<file path="src/rtl/sort_pkg.sv">
// Shared constants and types for the max-scan sorting controller.
package sort_pkg;

    localparam int N     = 8;
    localparam int W     = 16;
    localparam int IDX_W = $clog2(N);

    typedef enum logic [2:0] {IDLE, SCAN, PICK, OUT, DONE} scan_state_t;

    typedef logic [W-1:0] elem_t;

endpackage

</file>
<file path="src/rtl/onehot_encoder.sv">
// Binary encoder for a one-hot vector plus a flag telling whether the input
// really is one-hot (exactly one bit set).
module onehot_encoder #(
    parameter  int N     = 8,
    localparam int IDX_W = $clog2(N)
) (
    input  logic [N-1:0]     vec,
    output logic [IDX_W-1:0] idx,
    output logic             onehot_ok
);

    always_comb begin
        idx       = '0;
        onehot_ok = (vec != '0) && ((vec & (vec - 1'b1)) == '0);
        // OR-encoding is exact only for one-hot input; callers gate on onehot_ok.
        for (int k = 0; k < N; k++) begin
            if (vec[k]) begin
                idx = idx | IDX_W'(k);
            end
        end
    end

endmodule

</file>
<file path="src/rtl/max_scan_ctrl.sv">
// Descending-order sorter: bit-plane scan narrows chi to the maxima, the external
// selection chain picks one, the winner is emitted and dropped, N times over.
module max_scan_ctrl
    import sort_pkg::*;
#(
    parameter  int N     = sort_pkg::N,
    parameter  int W     = sort_pkg::W,
    localparam int IDX_W = $clog2(N)
) (
    input  logic             i_clk,
    input  logic             i_rst,
    input  logic             i_start,
    input  logic [N*W-1:0]   i_data,
    output logic             o_busy,
    output logic [N-1:0]     o_chi,
    output logic             o_chi_vld,
    input  logic [N-1:0]     i_pick,
    output logic             o_valid,
    output logic [IDX_W-1:0] o_idx,
    output logic [W-1:0]     o_data,
    input  logic             i_ready,
    output logic             o_done,
    output logic             o_err,
    output scan_state_t      o_state
);

    localparam int BW = $clog2(W);
    localparam logic [BW-1:0]    BIT_MSB = BW'(W - 1);
    localparam logic [IDX_W-1:0] CNT_LAST = IDX_W'(N - 1);

    scan_state_t      state_q;
    logic [W-1:0]     data_q [N];
    logic [N-1:0]     active_q;
    logic [N-1:0]     winner_q;
    logic [BW-1:0]    bit_q;
    logic [IDX_W-1:0] cnt_q;

    logic [N-1:0]     plane;
    logic [N-1:0]     cand;
    logic [N-1:0]     chi_low;
    logic [IDX_W-1:0] chi_low_idx;
    logic [IDX_W-1:0] pick_idx;
    logic             pick_onehot;
    logic             pick_legal;
    logic [N-1:0]     winner_c;
    logic [IDX_W-1:0] win_idx;
    logic [N-1:0]     active_next;

    assign o_state = state_q;

    always_comb begin
        plane = '0;
        for (int k = 0; k < N; k++) begin
            plane[k] = data_q[k][bit_q];
        end
    end

    assign cand = o_chi & plane;

    // Fallback winner when the chain misbehaves: lowest candidate in chi.
    always_comb begin
        chi_low     = '0;
        chi_low_idx = '0;
        for (int k = N - 1; k >= 0; k--) begin
            if (o_chi[k]) begin
                chi_low     = '0;
                chi_low[k]  = 1'b1;
                chi_low_idx = IDX_W'(k);
            end
        end
    end

    onehot_encoder #(.N(N)) u_pick_enc (
        .vec       (i_pick),
        .idx       (pick_idx),
        .onehot_ok (pick_onehot)
    );

    assign pick_legal  = pick_onehot && ((i_pick & ~o_chi) == '0);
    assign winner_c    = pick_legal ? i_pick   : chi_low;
    assign win_idx     = pick_legal ? pick_idx : chi_low_idx;
    assign active_next = active_q & ~winner_q;

    // Result handshake: o_valid stays high with o_idx/o_data frozen until a cycle
    // with o_valid & i_ready; that cycle is the transfer.
    always_ff @(posedge i_clk or posedge i_rst) begin
        if (i_rst) begin
            state_q   <= IDLE;
            for (int k = 0; k < N; k++) begin
                data_q[k] <= '0;
            end
            active_q  <= '0;
            winner_q  <= '0;
            bit_q     <= '0;
            cnt_q     <= '0;
            o_busy    <= 1'b0;
            o_chi     <= '0;
            o_chi_vld <= 1'b0;
            o_valid   <= 1'b0;
            o_idx     <= '0;
            o_data    <= '0;
            o_done    <= 1'b0;
            o_err     <= 1'b0;
        end else begin
            case (state_q)
                IDLE: begin
                    if (i_start) begin
                        for (int k = 0; k < N; k++) begin
                            data_q[k] <= i_data[k*W +: W];
                        end
                        active_q <= '1;
                        o_chi    <= '1;
                        bit_q    <= BIT_MSB;
                        cnt_q    <= '0;
                        o_err    <= 1'b0;
                        o_busy   <= 1'b1;
                        state_q  <= SCAN;
                    end
                end
                SCAN: begin
                    if (|cand) begin
                        o_chi <= cand;
                    end
                    if (bit_q == '0) begin
                        o_chi_vld <= 1'b1;
                        state_q   <= PICK;
                    end else begin
                        bit_q <= bit_q - 1'b1;
                    end
                end
                PICK: begin
                    winner_q  <= winner_c;
                    o_idx     <= win_idx;
                    o_data    <= data_q[win_idx];
                    if (!pick_legal) begin
                        o_err <= 1'b1;
                    end
                    o_chi_vld <= 1'b0;
                    o_valid   <= 1'b1;
                    state_q   <= OUT;
                end
                OUT: begin
                    if (i_ready) begin
                        o_valid  <= 1'b0;
                        active_q <= active_next;
                        cnt_q    <= cnt_q + 1'b1;
                        if (cnt_q == CNT_LAST) begin
                            o_busy  <= 1'b0;
                            o_done  <= 1'b1;
                            state_q <= DONE;
                        end else begin
                            o_chi   <= active_next;
                            bit_q   <= BIT_MSB;
                            state_q <= SCAN;
                        end
                    end
                end
                DONE: begin
                    o_done  <= 1'b0;
                    state_q <= IDLE;
                end
                default: begin
                    state_q <= IDLE;
                end
            endcase
        end
    end

endmodule

</file>
<file path="config.mk">
export PLATFORM = sky130hd
export DESIGN_NAME = max_scan_ctrl
export DESIGN_NICKNAME = d
export VERILOG_FILES = /design/src/rtl/sort_pkg.sv /design/src/rtl/onehot_encoder.sv /design/src/rtl/max_scan_ctrl.sv
export SDC_FILE = /design/constraint.sdc
export NUM_CORES = 1
export LEC_CHECK = 0
export ABC_CLOCK_PERIOD_IN_PS = 14300
export CAP_MARGIN = 0
export CORE_ASPECT_RATIO = 1.25
export CORE_MARGIN = 4
export CORE_UTILIZATION = 58
export CTS_CLUSTER_SIZE = 20
export DETAILED_ROUTE_END_ITERATION = 8
export PLACE_DENSITY = 0.86
export RECOVER_POWER = 50
export SLEW_MARGIN = 0
export SYNTH_ARGS = -nofsm -noshare
export SYNTH_HDL_FRONTEND = slang
export SYNTH_SLANG_ARGS = --single-unit
</file>
<file path="constraint.sdc">
create_clock -name i_clk -period 14.3 [get_ports i_clk]
set_input_delay 2.86 -clock i_clk [delete_from_list [all_inputs] [get_ports i_clk]]
set_output_delay 2.86 -clock i_clk [all_outputs]
set_load 0.01 [all_outputs]
</file>
==> results by stage, run 1 <==
Synthesis:
- In this run, distinct cell masters in the synthesized netlist total slightly below 60.
- After synthesis, the largest family of logic cells by area is simple AND/OR/NAND/NOR gates.
- Synthesis inferred 186 register bits.
- By area the synthesized netlist is led by sky130_fd_sc_hd__dfrtp_1 (46%), sky130_fd_sc_hd__mux4_2 (12%), sky130_fd_sc_hd__nand2_1 (12%).
- Yosys mapped a number of flops with a built-in enable equal to 0.
- The post-synthesis adder-cell area fraction is 0.371%.
- For this run, asynchronously set or reset flops after synthesis account for 100%.
- The gate count after technology mapping is 1071.
- After synthesis, the most frequently instantiated cells are sky130_fd_sc_hd__nand2_1 (323), sky130_fd_sc_hd__dfrtp_1 (186), sky130_fd_sc_hd__o21ai_0 (93).
- The total nets after synthesis is 1214.
- The dominant synthesized flop cell is sky130_fd_sc_hd__dfrtp_1.
- After synthesis, the share of cell area in mux cells is 14.1%.
- Of the post-synthesis cell area, the dominant cell type holds 46.0%.
- After synthesis, flip-flops and latches occupy 46.0% of the total area.
- The largest total area in the synthesized netlist belongs to sky130_fd_sc_hd__dfrtp_1.
- Summing the areas of all xor and xnor instances in the mapped netlist gives 0% of the synthesized area.
- The complex-gate fraction of the synthesized area is 15.6%.
- In the post-synthesis netlist, the cell with the most instances is sky130_fd_sc_hd__nand2_1.
- The synthesized netlist devotes 17.5% of its cell area to simple gates.
- A synthesized cell averages 9.44 um^2.
- The post-synthesis cell area is 10100 um^2.
- Yosys printed 0 warnings.

Floorplanning:
- Row generation in the floorplan step produced 53 rows.
- The floorplan step defined a core boundary enclosing 17000 um^2.
- The die covers 19600 um^2.
- The overall die width is 126 um.
- The number of primary I/O pins is about 180.
- The floorplan die height is 156 um.
- The initial core utilization is 59.6%.

Worst setup path:
- In this run the worst setup path begins at i_pick[4].
- The endpoint kind of the worst setup timing path is a flip-flop.
- The worst register-to-register path begins at bit_q[0].
- The most critical setup path has its endpoint at o_data[14].
- The required time reported for the critical path endpoint is ~15000 ps.
- Counting both buffers and inverters, the worst setup path holds a total of 1.
- The signal on the critical path passes through clkdlybuf4s50_1 -> nand2b_1 -> a222oi_1 -> nand3_1 -> nor3_2 -> o211a_1 -> nand2_1 -> o221ai_1.
- Of all nets on the critical path, the largest fanout is 20.
- The setup check on the worst reg-to-reg path leaves a slack of 9140 ps.
- The worst setup path is launched from an input port.
- The setup path with the least slack is of type in2reg.
- The slowest cell on the critical path is sky130_fd_sc_hd__nor3_2.
- The critical path's largest stage delay is 930 ps.
- The worst register-to-register path has a depth of 6.
- For the worst setup path, the data arrival time is 7300 ps.
- The number of logic stages on the critical path including buffering is 8.
- The category of cells accounting for the largest share of critical-path delay is simple AND/OR/NAND/NOR gates.
- The capture point of the worst reg-to-reg path is o_chi[0].

Clock network:
- CTS saw 186 sinks.
- The longest clock path from root to sink contains 2 buffers.
- The clock-pin transition on the worst setup and hold timing paths is 70 ps.
- In this run the clock root is driven by a sky130_fd_sc_hd__clkbuf_16.
- Buffers added to address setup during post-CTS repair amount to 0.
- The number of H-tree levels is 4.
- The number of buffers inserted during clock tree synthesis is 17.
- The number of gates given a new drive strength after cts is 0.
- For the worst-skew pair, the clock arrives at the later sink with an insertion delay of about 440 ps.
- TritonCTS built the clock tree.
- The hold-fix buffer count after cts is 0.

Min path:
- The worst hold path belongs to the class reg2reg.

Global route:
- The via count of the first global-routing pass is 8805.
- The total congestion overflow is 0.
- Global routing consumed, over all layers together, 32.7% of the routing resources.
- The number of antenna violations at the first check in global routing came to 1.
- The wire length of the first global-routing pass is 49300 um.
- Entering global routing, the biggest net connects 110 pins.

Routing:
- The per-cell via count in the routed design is 6.43.
- The number of DRC violations after detailed routing is 0.
- Wires add up to roughly 32000 um.
- Once detail routing completed, the nets flagged for antenna violations numbered 0.
- Detailed routing placed a total of 15600 um of wire on met2.
- The detailed route wirelength on metal3 is 3070 um.
- The highest layer used for signal routing is met4.
- In this run, the number of DRC markers left after iteration 0 of detailed routing was 1461.
- For this run, the detailed router's first-pass iteration total came to 8.
- In the final routed layout, each cell accounts on average for 22.6 um.
- After detailed routing, the wire length on met1 is ~11000 um.
- Summing over every cut layer, the via total after detailed routing is 9169.

Job:
- Across the run, the number of max-cap violations was 4.

STA:
- The final count of hold timing violations is 0.
- The total negative slack for setup checks is 0 ps.
- The clock period minus final worst setup slack is 6980 ps.
- Setup violations remaining at the end of the flow were counted as 0.
- Across the routed clock network, the largest skew measured is 9.03 ps.
- For the pin with the worst max-slew slack, the measured transition is between 4000 and 5000 ps.
- The max-slew violation total from the final report is between 200 and 300.
- Dividing the final minimum period by the clock period gives 48.8%.
- Across all hold checks on the routed design, the worst slack comes to 479 ps.
- The worst slew margin relative to its limit is -211%.
- For this run, the top clock speed supported by timing is between 0.1 and 0.15 GHz.
- Setup repair after global routing left no endpoint under its margin.

Cells and area:
- Cells fill between 70% and 80% of the core in the end.
- The flip-flop and latch area is approximately 4700 um^2.
- The fill cell instance count of the final layout is roughly 1.2k.
- The layout-stage area growth over the synthesis result is 22.9%.
- Of the cells placed in the final design, the portion with a size suffix greater than 1 is 9.38%.
- The footprint of the multi-input gates is 4810 um^2.
- The number of nets at the end of the flow is 1336.

Power:
- The fraction of power spent switching nets is 41.9%.
- The static power due to leakage is 5.40 nW.
- Internal power comes to between 0.0015 and 0.002 W.
- The maximum resistive drop on vdd is 0.116 mV.
- In this run the power spent charging and discharging nets is 0.00115 W.
- Power spread over the standard cell area amounts to about 220 nW/um^2.
- Registers are responsible for 35.4% of the overall power.
- The share of power burned in combinational logic is 47.7%.
- The clock share of power is 16.9%.

Place:
- At the end of routability-driven placement, the weighted congestion stood at 0.994.
- The half-perimeter wire length after placement is 23300 um.
- Input and output buffers added on the ports amount to 174.

Outcome:
- The checks that failed: max-capacitance violations, max-slew violations.
- The run finished, with violations left.
-- per-stage QoR --
stage                     setup slack [ps]  total power (W)  cells  area [um^2]
after detailed placement              7070          0.00224   1394        11900
after global placement                7150          0.00219   1394        11900
after floorplan                       6380          0.00180   1071        10100
after global routing                  6620          0.00287   1425        12400
final                                 7320          0.00274   1426        12400
after CTS                             7500          0.00271   1425        12400
-- cell families after synthesis --
group,after synthesis
and+or+nand+nor,419
AOI/OAI and AO/OA,229
DFF,186
buffers and inverters,161
muxes,73
adders and majority gates,3
-- power by group through the flow --
| stage | sequential, W | clock (W) | combinational (W) |
|---|---|---|---|
| after floorplan | 0.000884 | 0 | 0.000918 |
| after global placement | 0.000959 | 0 | 0.00123 |
| after detailed placement | 0.000966 | 0 | 0.00127 |
| after CTS | 0.000961 | 0.000463 | 0.00129 |
| after global routing | 0.000989 | 0.000487 | 0.00140 |
| final | 0.000970 | 0.000464 | 0.00131 |
-- flip-flops by register name, indices dropped and copies added, names as in the netlist, 3 cells and up --
signal and flops:
active_q 8, bit_q 4, cnt_q 3, data_q 128, o_chi 8, o_data 16
o_idx 3, o_state 3, winner_q 8
-- worst min path at each step --
stage / startpoint / cells after the start / endpoint
4_1_cts: active_q[4] / 2 / active_q[4]
5_1_grt: active_q[2] / 2 / active_q[2]
2_1_floorplan: active_q[0] / 2 / active_q[0]
6_report: o_chi_vld / 2 / o_chi_vld
3_3_place_gp: o_valid / 2 / o_valid
3_5_place_dp: active_q[4] / 2 / active_q[4]
-- layout by cell type, fill, tap and decap left out, types with 17 or more instances in the layout --
| cell type | count |
|---|---|
| sky130_fd_sc_hd__o31ai_1 | 23 |
| sky130_fd_sc_hd__mux4_2 | 55 |
| sky130_fd_sc_hd__a21oi_1 | 22 |
| sky130_fd_sc_hd__dlygate4sd3_1 | 27 |
| sky130_fd_sc_hd__clkdlybuf4s50_1 | 147 |
| sky130_fd_sc_hd__dfrtp_1 | 185 |
| sky130_fd_sc_hd__clkbuf_16 | 17 |
| sky130_fd_sc_hd__nand4_1 | 18 |
| sky130_fd_sc_hd__inv_1 | 77 |
| sky130_fd_sc_hd__o21ai_0 | 93 |
| sky130_fd_sc_hd__nor2_1 | 18 |
| sky130_fd_sc_hd__nand2_1 | 323 |
-- routing by layer --
| metal | vias up | global-route usage (%) |
|---|---|---|
| li1 | 4002 | - |
| met1 | 4362 | 39.5 |
| met2 | 656 | 54.0 |
| met3 | 149 | 6.06 |
| met4 | 0 | 21.6 |
| met5 | - | 0 |
-- layout make-up --
type / instances / share of cell area (%)
antenna: 1 / 0.0201
clock inverter: 14 / 1.14
multi-input combinational: 724 / 38.7
clock buffer: 17 / 3.42
inverter: 78 / 2.37
timing repair buffer: 186 / 14.6
sequential: 186 / 37.5
tap: 220 / 2.21
-- worst register-to-register path, delay by kind of cell (launching register included) --
kind | cells | cell delay (ps)
buf+inv | 1 | 2120
mux | 2 | 1320
compound gates | 3 | 1240
flops | 1 | 340
(Power assumes the default switching activity.)
==> run 2: changes to the inputs <==
Settings changed: ABC_CLOCK_PERIOD_IN_PS 14300 to 7100, CORE_UTILIZATION 58 to 54, PLACE_DENSITY 0.86 to 0.81.
Clock period 14.3 ns to 7.1 ns, I/O delays scaled along.
==> run 2 against run 1 <==
Net effect: the run still ends with max-capacitance violations, max-slew violations left; combinational power increased by 98%; final cell count rose by 0.84%; clock skew rose by 3.6 ps; die area rose by 7.0%; register-to-register slack worse by 6200 ps; sequential share of layout area down 0.21 points; count of clock-buffer cells in the layout up 1; worst hold slack improved by 3.9 ps; routed wire length is 1.2% higher.
==> results by stage, run 2 (synthesis gave the netlist of run 1 again) <==
Outcome:
- The run finished, with violations left.
- The checks that failed: max-capacitance violations, max-slew violations.

Worst setup path:
- The largest single stage delay on the critical path is approximately 1000 ps.
- The worst setup path is captured at a flip-flop.
- Setup slack on the worst reg-to-reg path comes out at 2990 ps.
- The length in cells of the worst reg-to-reg path is 5.
- The highest fanout seen on the critical path is 32.
- Walking the worst path, the cells encountered are clkdlybuf4s50_1 -> nor4_2 -> a21boi_0 -> o21a_1 -> o31a_1 -> a31oi_4 -> mux4_2 -> o221ai_2.
- By startpoint and endpoint, the worst setup path is classified as in2reg.
- The slowest cell on the critical path is sky130_fd_sc_hd__a31oi_4.
- At the worst endpoint, the arrival time is 5390 ps.
- STA classifies the critical path startpoint as an input port.
- The required time reported for the critical path endpoint is 7440 ps.

Place:
- The HPWL after detailed placement is 23900 um.
- During placement, the flow inserted port buffers numbering roughly 170.
- The weighted congestion reported at the end of routability-driven placement is 0.963.

STA:
- The actual transition at the worst max-transition pin is 2830 ps.
- The final period utilization is slightly above 70%.
- The worst slew margin relative to its limit is -88.8%.
- Setup repair after global routing left no endpoint under its margin.
- Setup violations remaining at the end of the flow were counted as 0.
- The max-slew violation total from the final report is 233.
- The total negative slack for setup checks is 0 ps.
- The final count of hold timing violations is 0.
- The maximum clock rate is 0.198 GHz.
- The setup clock skew after layout is 12.6 ps.
- The worst path in the final design needs a cycle of 5050 ps, including I/O delays and setup.

Global route:
- The wire length of the first global-routing pass is 49800 um.
- The combined global-route utilization of all metal layers is 31.4%.
- The via count of the first global-routing pass came to between 8k and 9k.
- The fraction of met1 tracks used by global routing is 38.5%.
- In the global route stage, met3 resource usage came out at under 10%.
- The number of antenna violations at the first check in global routing is 0.
- Entering global routing, the biggest net connects 92 pins.
- The layer flagged by global routing as most heavily used is met2.
- Global routing finished with a remaining overflow of 0.
- The met2 usage in global routing is 51.7%.

Cells and area:
- In the final layout, the registers with the most flip-flops are data_q: 128 flops, o_data: 16 flops.
- Compared with the post-synthesis result, the final layout area differs by 23.6%.
- In the layout the commonest cells are sky130_fd_sc_hd__nand2_1 (323), sky130_fd_sc_hd__dfrtp_1 (185), sky130_fd_sc_hd__clkdlybuf4s50_1 (147).
- Leaving out fill and tap cells, the most frequent cell in the layout is sky130_fd_sc_hd__nand2_1.
- The number of nets at the end of the flow is 1341.
- The number of antenna cells inserted is 0.
- The post-route netlist has 9.67% of its cells at a drive strength greater than 1.
- The layout has between 1k and 1.5k filler cells.
- The register with the highest flop count is data_q.
- The register with the most flip-flops in the layout has 128 of them.

Floorplanning:
- The initial core utilization is 55.5%.
- The overall die width is 130 um.
- The total core area is 18200 um^2.
- The floorplan die height is 161 um.
- The number of primary I/O pins is 175.
- The floorplan row count is 55.
- The area of the die is 21000 um^2.

Clock network:
- The root buffer cell is sky130_fd_sc_hd__clkbuf_16.
- For this design, the CTS-stage hold fixing added 0 buffers.
- The later pin in the worst-skew pair is clocked with a latency of 440 ps.
- In this run the deepest clock path goes through 2 buffers.
- CTS built an H-tree with a depth of 4.
- The CTS tree is built.
- The number of buffers added for setup after CTS is 0.
- The number of buffers inserted during clock tree synthesis is 17.
- The clock net in this run drives a total of between 150 and 200 sinks.
- The clock-pin transition on the worst setup and hold timing paths is roughly 70 ps.
- After clock tree synthesis, the repair step resized 0 gates.

Routing:
- The final layout contains routed wiring with a total length of 32600 um.
- For this run, the detailed router's first-pass iteration total came to 7.
- The number of nets with antenna violations after routing is 0.
- In the final routed layout, each cell accounts on average for between 20 and 25 um.
- After detailed routing, the number of remaining DRC violations is 0.
- The total via count after detailed routing is 8943.
- For this block, the initial DRC count from the detailed router was 1312.
- The per-cell via count in the routed design is 6.22.

Power:
- The cell area power density is roughly 450 nW/um^2.
- Summed over all cells, the static leakage comes to 5.46 nW.
- The maximum resistive drop on vdd is 0.230 mV.
- The sum of internal, switching and leakage power is 0.00558 W.

Min path:
- The worst hold path belongs to the class reg2reg.
- The worst hold path was traced through 2 stages.

Job:
- The tool flagged a number of max-cap violations equal to 4.
==> run 2: power breakdown <==
part	switching, W	internal (W)
Sequential	0.000477	0.00151
Combinational	0.00139	0.00121
Clock	0.000432	0.000558
==> run 2: worst max-delay path, delay by kind of cell <==
family                 cells  cell delay (ps)
buffers and inverters      1              540
AO/OA/AOI/OAI              5             2380
multiplexers               1              460
AND/OR/NAND/NOR            1              580
==> run 2: layout make-up <==
| class | count | area [um^2] | area share [%] |
|---|---|---|---|
| flip-flops and latches | 186 | 4660 | 37.3 |
| clock inverters | 13 | 165 | 1.32 |
| clock buffers | 18 | 429 | 3.43 |
| multi-input cells | 724 | 4810 | 38.5 |
| inverters | 78 | 294 | 2.35 |
| repair buffers | 191 | 1850 | 14.8 |
| well taps | 228 | 285 | 2.28 |
==> run 2: worst paths after layout <==
kind                                    end        from
worst max register to register   data_q[95]  o_state[1]
min in group asynchronous       winner_q[5]       i_rst
max in group asynchronous        data_q[23]       i_rst
worst min register to register      o_valid     o_valid
worst min-delay path                o_valid     o_valid
worst max-delay path              o_data[2]   i_pick[1]
==> run 2: through the flow <==
step / hold slack, ps / worst slack, ps / cell area, um^2 / instances / util (%)
2_1_floorplan: 445 / 623 / 10100 / 1071 / -
3_3_place_gp: 463 / 1710 / 11900 / 1407 / 65.4
3_5_place_dp: 467 / 1700 / 11900 / 1407 / 65.4
4_1_cts: 482 / 2140 / 12500 / 1438 / 68.7
5_1_grt: 503 / 1650 / 12500 / 1438 / 68.5
6_report: 483 / 2050 / 12500 / 1438 / 68.5
==> run 2: per-layer routing <==
metal	share of wire [%]	routed length [um]
met1	37	12000
met2	49	16000
met3	7.3	2380
met4	6.7	2170
met5	0	0
==> run 3: changes to the inputs <==
Settings changed: ABC_CLOCK_PERIOD_IN_PS 7100 to 4500, CORE_UTILIZATION 54 to 49, PLACE_DENSITY 0.81 to 0.78.
Clock period 7.1 ns to 4.5 ns, I/O delays scaled along.
==> run 3 against run 2 <==
Net effect: flip-flop and latch count unchanged; critical endpoint is now o_data[10]; die area increased by 9.6%; clock power is 57% higher; the flow still finishes with violations (max-capacitance violations, max-slew violations); power increased by 57%; clock skew is 3.5 ps higher; final cell count rose by 3.3%; core utilization down 6.0 points; sequential power grew 61%; non-clock buffer count rose by 4; global-route usage is 3.4 points lower; sequential share of layout area fell by 0.47 points; worst hold slack lost 6.0 ps.
==> results by stage, run 3 (synthesis gave the netlist of run 1 again) <==
Outcome:
- The run finished, with violations left.
- The checks that failed: max-capacitance violations, max-slew violations.

Cells and area:
- The register with the highest flop count is data_q.
- The share of cells above drive strength 1 is 10.5%.
- The number of antenna diodes in the final layout is 0.
- Once layout is complete, the utilization of the core stands at between 60 and 70%.
- The library cell used most frequently in the layout, excluding fill and tap cells, is sky130_fd_sc_hd__nand2_1.
- The summed area of non-filler cells in the final layout is 12700 um^2.
- In the final design database the tool counted between 1k and 1.5k nets.
- The area growth from synthesis to layout is 25.2%.
- The register with the most flip-flops in the layout has between 100 and 150 of them.
- In the layout the commonest cells are sky130_fd_sc_hd__nand2_1 (323), sky130_fd_sc_hd__dfrtp_1 (185), sky130_fd_sc_hd__clkdlybuf4s50_1 (172).
- The largest registers in the layout are data_q: 128 flops, o_data: 16 flops.

Worst setup path:
- The slowest cell on the critical path is sky130_fd_sc_hd__nor4_2.
- In this run the worst path has a maximum fanout of 17.
- The launch point of the worst reg-to-reg path is bit_q[0].
- In this run the critical register-to-register path is captured at o_chi[4].
- The most numerous cell on the critical path is sky130_fd_sc_hd__o21a_1.
- The register-to-register path setup slack is between 900 and 1000 ps.
- The worst setup path is captured at a flip-flop.
- The signal arrival time at the worst endpoint is 4080 ps.
- The most critical setup path has its endpoint at o_data[10].
- The startpoint type of the worst setup path is an input port.
- In this run the worst setup path begins at i_pick[1].
- By startpoint and endpoint, the worst setup path is classified as in2reg.
- STA puts the critical path data required time at 4840 ps.
- For the worst flop-to-flop path, the logic depth is 7.
- The critical path's largest stage delay is 570 ps.
- The critical path goes through clkdlybuf4s50_1 -> nor4_2 -> a21boi_0 -> o21a_1 -> o31ai_1 -> o21a_1 -> buf_4 -> nand2_1 -> o221ai_1.

Clock network:
- The hold-fix buffer count after cts is 0.
- The maximum clock insertion buffer count is 2.
- The clock sink count is 186.
- The number of buffers added for setup after CTS is 0.
- The number of buffers inserted during clock tree synthesis is 17.
- TritonCTS built the clock tree.
- The root buffer cell is sky130_fd_sc_hd__clkbuf_16.
- The number of gates given a new drive strength after cts is 0.
- The clock-pin transition on the worst setup and hold timing paths is 80 ps.
- In this run the number of H-tree levels came out at 4.
- The source-to-sink clock delay at the later pin of the worst-skew pair is 450 ps.

Floorplanning:
- The initial utilization of the core area, before any placement, comes to 49.9%.
- In this run the core area contains 58 standard-cell rows.
- The number of primary I/O pins is roughly 180.
- The area of the die is 23000 um^2.
- The die is between 150 and 200 um tall.
- The total core area is a little over 20000 um^2.
- The die is 136 um wide.

Global route:
- The via count of the first global-routing pass came to 8532.
- The combined global-route utilization of all metal layers is 28.0%.
- The total congestion overflow is 0.
- The number of antenna violations at the first check in global routing is 0.
- The first global-routing pass estimated 48700 um of wire.
- The largest net degree at the start of global routing is 187.

STA:
- The count of final setup violators is 0.
- The clock arrives with 16.1 ps of skew.
- The worst slew margin relative to its limit is -87.0%.
- The max-slew violation total from the final report is 256.
- Setup repair after global routing left no endpoint under its margin.
- The total negative slack for setup checks is 0 ps.
- The actual transition at the worst max-transition pin is between 2000 and 3000 ps.
- The clock period minus final worst setup slack is 3740 ps.
- The final count of hold timing violations is 0.
- Derived from the worst setup path, the maximum achievable clock frequency is about 0.27 GHz.
- The final period utilization is 83.1%.

Job:
- The tool flagged a number of max-cap violations equal to 2.

Power:
- The maximum resistive drop on vdd is 0.417 mV.
- The static power due to leakage is about 5.5 nW.
- The completed layout was analyzed and its total power is 0.00878 W.
- Dividing total power by cell area gives a power density of approximately 690 nW/um^2.

Min path:
- The path category of the worst min-delay check is reg2reg.

Routing:
- In the routed layout, each cell is associated on average with a via count of just under 6.
- The routed wire length per instance is approximately 21 um.
- The number of nets with antenna violations after routing is 0.
- The number of DRC violations after detailed routing is 0.
- The total via count after detailed routing is 8792.
- The first-pass iteration count of the detailed router is 5.
- The initial DRC count is 1004.
- After detailed routing, the total wire length is 31800 um.

Place:
- After detailed placement, the total cell area comes to 12000 um^2.
- In this run the tool buffered the top-level ports with 174 buffer cells.
- The weighted congestion reported at the end of routability-driven placement is 0.996.
- The half-perimeter wire length after placement is around 23000 um.
run 3: cell types whose count changed in the layout (fill, tap and decap cells not counted), sizes merged, moves of 2 or more:
cell	change
clkbuf	-3
clkdlybuf4s50	+25
buf	+6
clkinv	+3
dlygate4sd3	-25
bufinv	-2
run 3: critical path: cells and delay by family:
| kind | cells | cell delay (ps) |
|---|---|---|
| AND/OR/NAND/NOR | 2 | 1080 |
| AO/OA/AOI/OAI | 5 | 1260 |
| buffers and inverters | 2 | 840 |
run 3: per-layer routing:
metal  track usage (%)  vias to the layer above  part of all wire, %
li1                  -                     4030                    -
met1              36.2                     4249                   39
met2              44.5                      421                   49
met3              4.49                       92                  6.5
met4              16.3                        0                  6.1
met5                 0                        -                    0
run 3: worst min-delay path by stage:
| stage | startpoint | endpoint | slack, ps | cells past startpoint |
|---|---|---|---|---|
| after global placement | o_valid | o_valid | 460 | 2 |
| after global routing | o_idx[0] | o_idx[0] | 490 | 2 |
| after CTS | o_idx[0] | o_idx[0] | 480 | 2 |
| final | o_idx[0] | o_idx[0] | 480 | 2 |
| after detailed placement | o_idx[0] | o_idx[0] | 470 | 2 |
| after floorplan | active_q[0] | active_q[0] | 450 | 2 |
run 3: final cells by class:
type / instances / area [um^2]
inverter: 78 / 297
clock buffer: 17 / 425
fill: 1660 / 7590
multi-input combinational: 724 / 4820
clock inverter: 15 / 200
sequential: 186 / 4660
timing repair buffer: 195 / 1920
tap: 270 / 338
run 3: per-stage QoR:
step	hold WS, ps	std cells	setup WS [ps]
floorplan	445	1071	1210
global placement	458	1453	468
detailed placement	465	1453	354
CTS	482	1485	808
global route	493	1485	385
finish	477	1485	760
run 3: power by group:
| group | internal, W | switching (W) |
|---|---|---|
| combinational | 0.00195 | 0.00206 |
| sequential | 0.00239 | 0.000827 |
| clock | 0.000807 | 0.000747 |
==> variant 1: new RTL, flow settings as in run 3 <==
Make the reset (`i_rst`) synchronous in one clocked block.
--- a/src/rtl/max_scan_ctrl.sv
+++ b/src/rtl/max_scan_ctrl.sv
@@ -83,7 +83,7 @@
 
     // Result handshake: o_valid stays high with o_idx/o_data frozen until a cycle
     // with o_valid & i_ready; that cycle is the transfer.
-    always_ff @(posedge i_clk or posedge i_rst) begin
+    always_ff @(posedge i_clk) begin
         if (i_rst) begin
             state_q   <= IDLE;
             for (int k = 0; k < N; k++) begin
Behaviour: differs if i_rst is asserted again (counterexample within 4 cycles, from zero or initial values and one cycle with i_rst high); with i_rst held inactive, the same outputs for 10 cycles.
==> variant 1 against run 3 <==
The run still ends with capacitance limit, slew limit left; global-route usage fell by 4.8 points; first-iteration DRC count fell by 29%; core utilization grew 0.62 points; area after synthesis is 5.8% lower; wire length down 22%; setup slack worse by 0.071 ns; cell area is 5.6% lower; sequential cell count stayed put; worst hold slack lost 0.013 ns; highest routed layer unchanged.
Power is not compared: it rests on default switching activity, and its combinational part moved more than twofold at a synthesized area within 25%.
==> variant 1: results <==
[worst_setup_path]
cp_slowest_cell = "nand2b_1"
cp_max_fo = 47
endpoint = "data_q[3][3]$_SDFFCE_PN0P_"
worstRegToRegCells = 4
worst_ep_arrival_time_ns = 3.90
path_delay_family = "simple AND/OR/NAND/NOR gates"
r2r_slack_ns = 1.19
startpoint = "i_start"
max_stage_delay_ns = 1.53
r2r-start = "o_state[1]$_SDFFE_PP0P_"

[sta]
tns_ns = 0
relSlewSlack_pct = -44.16
drv_slew = 86
finalClockSkew_ns = 0.007833

[synth]
synth.distinct_cells = 66
syn-num-nets = 918
synth_area_per_cell_sq_um = 12.29
synthTopCellsByArea = "edfxtp_1 (40%), dfxtp_1 (12%), mux4_2 (11%)"
yosys-top-cells-count = "edfxtp_1 (128), and2_1 (101), nand2_1 (73), dfxtp_1 (58), mux4_2 (46)"
ys.flop_type = "edfxtp_1"
async_reset_ff_share_pct = 0
synth-edff-count = 128
ys_seq_area_share_pct = 52.54

[place]
gp_congestion = 0.9024
dp_hpwl_mm = 18.90

[power_and_ir_drop]
leakage_nw = 4.460

[routing]
routed_wire_length_per_instance_um = 21.23
drt_iter0_markers = 717
drtPass1Iterations = 5
vias = 6949
viasPerCell = 5.909

[global_routing]
grt_pass1_wl_mm = 38.25
grt_pass1_vias = 6831
track_usage_pct = 23.13
antenna_found_initial = 1
grt_max_degree = 65

[outcome]
status = "finished, violations left"
violations = "capacitance limit, slew limit"

[clock_network]
clockBufferDepth = 2
path_clk_slew_ns = 0.07
htree_num_levels = 4

[run]
cap_violations = 2

[finish]
drive_above_1_share_pct = 14.10
layout.nets = 1073
[variant 1: logic make-up after synthesis]
family                     synth area share (%)
adders and majority gates                0.4992
muxes                                     16.50
buffers and inverters                     3.757
and+or+nand+nor                           18.69
xor gates and xnor gates                0.09196
DFF                                       52.54
AOI/OAI and AO/OA                         7.921
[variant 1: cell type report]
cell class | instances | area [sq um]
fillers | 1433 | 6974
flip-flops and latches | 186 | 5006
multi-input cells | 522 | 4173
repair buffers | 191 | 1877
clock buffers | 18 | 429.2
well taps | 232 | 290.3
clock inverters | 14 | 121.4
inverters | 12 | 45.04
diodes | 1 | 2.502
[variant 1: report_power, final]
group	switching, mW	total, mW	internal, mW
Clock	0.647	1.41	0.764
Sequential	0.162	2.18	2.02
Combinational	0.550	1.16	0.607
[variant 1: worst min path at each step]
stage                           from                    end  slack (ns)  cells past startpoint
2_1_floorplan  cnt_q[1]$_SDFFE_PP0P_  cnt_q[1]$_SDFFE_PP0P_        0.44                      2
3_3_place_gp   cnt_q[2]$_SDFFE_PP0P_  cnt_q[2]$_SDFFE_PP0P_        0.44                      2
3_5_place_dp   cnt_q[1]$_SDFFE_PP0P_  cnt_q[1]$_SDFFE_PP0P_        0.45                      2
6_report       cnt_q[2]$_SDFFE_PP0P_  cnt_q[2]$_SDFFE_PP0P_        0.46                      2
4_1_cts        cnt_q[1]$_SDFFE_PP0P_  cnt_q[1]$_SDFFE_PP0P_        0.46                      2
5_1_grt        cnt_q[1]$_SDFFE_PP0P_  cnt_q[1]$_SDFFE_PP0P_        0.49                      2
[variant 1: metrics by stage]
step	worst slack (ns)	util (%)	hold slack [ns]	cell area, sq um
6_report	0.6884	63.13	0.4641	11940
3_3_place_gp	0.6868	60.32	0.4428	11410
2_1_floorplan	0.8750	-	0.4356	9528
3_5_place_dp	0.6249	60.32	0.4549	11410
4_1_cts	1.068	63.23	0.4637	11960
5_1_grt	0.4133	63.13	0.4943	11940
[variant 1: per-layer routing]
| layer | GRT usage [%] | part of all wire (%) |
|---|---|---|
| met1 | 28.29 | 38 |
| met2 | 40.97 | 52 |
| met3 | 4.412 | 6.5 |
| met4 | 8.507 | 2.8 |
| met5 | 0 | 0 |
[variant 1: tightest hold or removal path: stages (launching register included)]
cell,delay (ns)
dfxtp_1,0.31
nand2_1,0.06
a21oi_1,0.05
==> variant 2: new RTL, flow settings as in run 3 <==
Without the edit above. `N` is set to 8 in 2 places; all go to 16.
--- a/src/rtl/sort_pkg.sv
+++ b/src/rtl/sort_pkg.sv
@@ -1,7 +1,7 @@
 // Shared constants and types for the max-scan sorting controller.
 package sort_pkg;
 
-    localparam int N     = 8;
+    localparam int N     = 16;
     localparam int W     = 16;
     localparam int IDX_W = $clog2(N);
 
--- a/src/rtl/onehot_encoder.sv
+++ b/src/rtl/onehot_encoder.sv
@@ -1,7 +1,7 @@
 // Binary encoder for a one-hot vector plus a flag telling whether the input
 // really is one-hot (exactly one bit set).
 module onehot_encoder #(
-    parameter  int N     = 8,
+    parameter  int N     = 16,
     localparam int IDX_W = $clog2(N)
 ) (
     input  logic [N-1:0]     vec,
Ports: changed (resized i_data, i_pick, o_chi and o_idx); port bits go from 175 to 320. The function was not compared with the original's and may differ.
==> variant 2 against run 3 <==
The run still ends with capacitance limit, slew limit left; setup slack worse by 0.32 ns; area after synthesis is 78% higher; final cell count is 95% higher; total power is 96% higher; sequential cell count is 154 higher; wire length is 110% higher; worst hold slack worse by 0.0032 ns; cell area is 81% higher.
==> variant 2: results <==
[routing]
wl_met2_mm = 33.26
vias = 17101
top_layer = "met5"
routed_wire_length_per_instance_um = 23.06
wl_met1_mm = 23.86

[finish]
buffers_excl_clock = 371
seq_cell_count = 340
n_all_inverters = 13
clock_cell_area_share_pct = 5.145
largest_reg_flops = 256
multi_input_area_sq_um = 8828

[worst_setup_path]
max_stage_delay_ns = 0.54
cp_max_fo = 70
worst_ep_arrival_time_ns = 4.50

[power_and_ir_drop]
leakage_nw = 10.62
ir_worst_vdd_mv = 0.4857

[synth]
synth.distinct_cells = 59
synth-xor-area-share_pct = 0.1457

[place]
dp_hpwl_mm = 51.22
place_worst_setup_slack_ns = -0.07216
dp.cells = 2836
port_buffers = 319

[global_routing]
grt_use_met3_pct = 5.420
globalRouteMet2Util_pct = 56.98
track_usage_pct = 32.93

[outcome]
status = "finished, violations left"
violations = "capacitance limit, slew limit"

[clock_network]
cts_buffers = 35
htree_num_levels = 2

[sta]
fin_hold_ws_ns = 0.4737
drv_slew = 234

[run]
cap_violations = 3

[floorplan]
taps = 480
-- variant 2: cell types whose count changed after synthesis, sizes merged, moves of 26 or more --
cell           run 3  this run
buf               24        50
a22oi              1        35
nand3             14        62
inv               78        13
nand2            323      1049
nor2              18        69
o21ai             94        22
clkbuf            59       102
dfrtp            186       340
a21oi             22       117
-- variant 2: how the worst max path moves through the flow --
stage / startpoint / endpoint / cells past startpoint
2_1_floorplan: i_rst / active_q[0]$_DFFE_PP0P_ / 1
3_3_place_gp: i_pick[4] / o_data[12]$_DFFE_PP0P_ / 12
3_5_place_dp: i_pick[4] / o_data[12]$_DFFE_PP0P_ / 12
4_1_cts: i_pick[5] / o_data[12]$_DFFE_PP0P_ / 12
5_1_grt: i_rst / data_q[102]$_DFFE_PP0P_ / 3
6_report: i_pick[5] / o_data[12]$_DFFE_PP0P_ / 12
-- variant 2: power by group --
group	total [mW]	switching, mW	internal [mW]
registers	6.20	1.81	4.39
clock network	2.99	1.22	1.78
logic	8.04	4.49	3.55
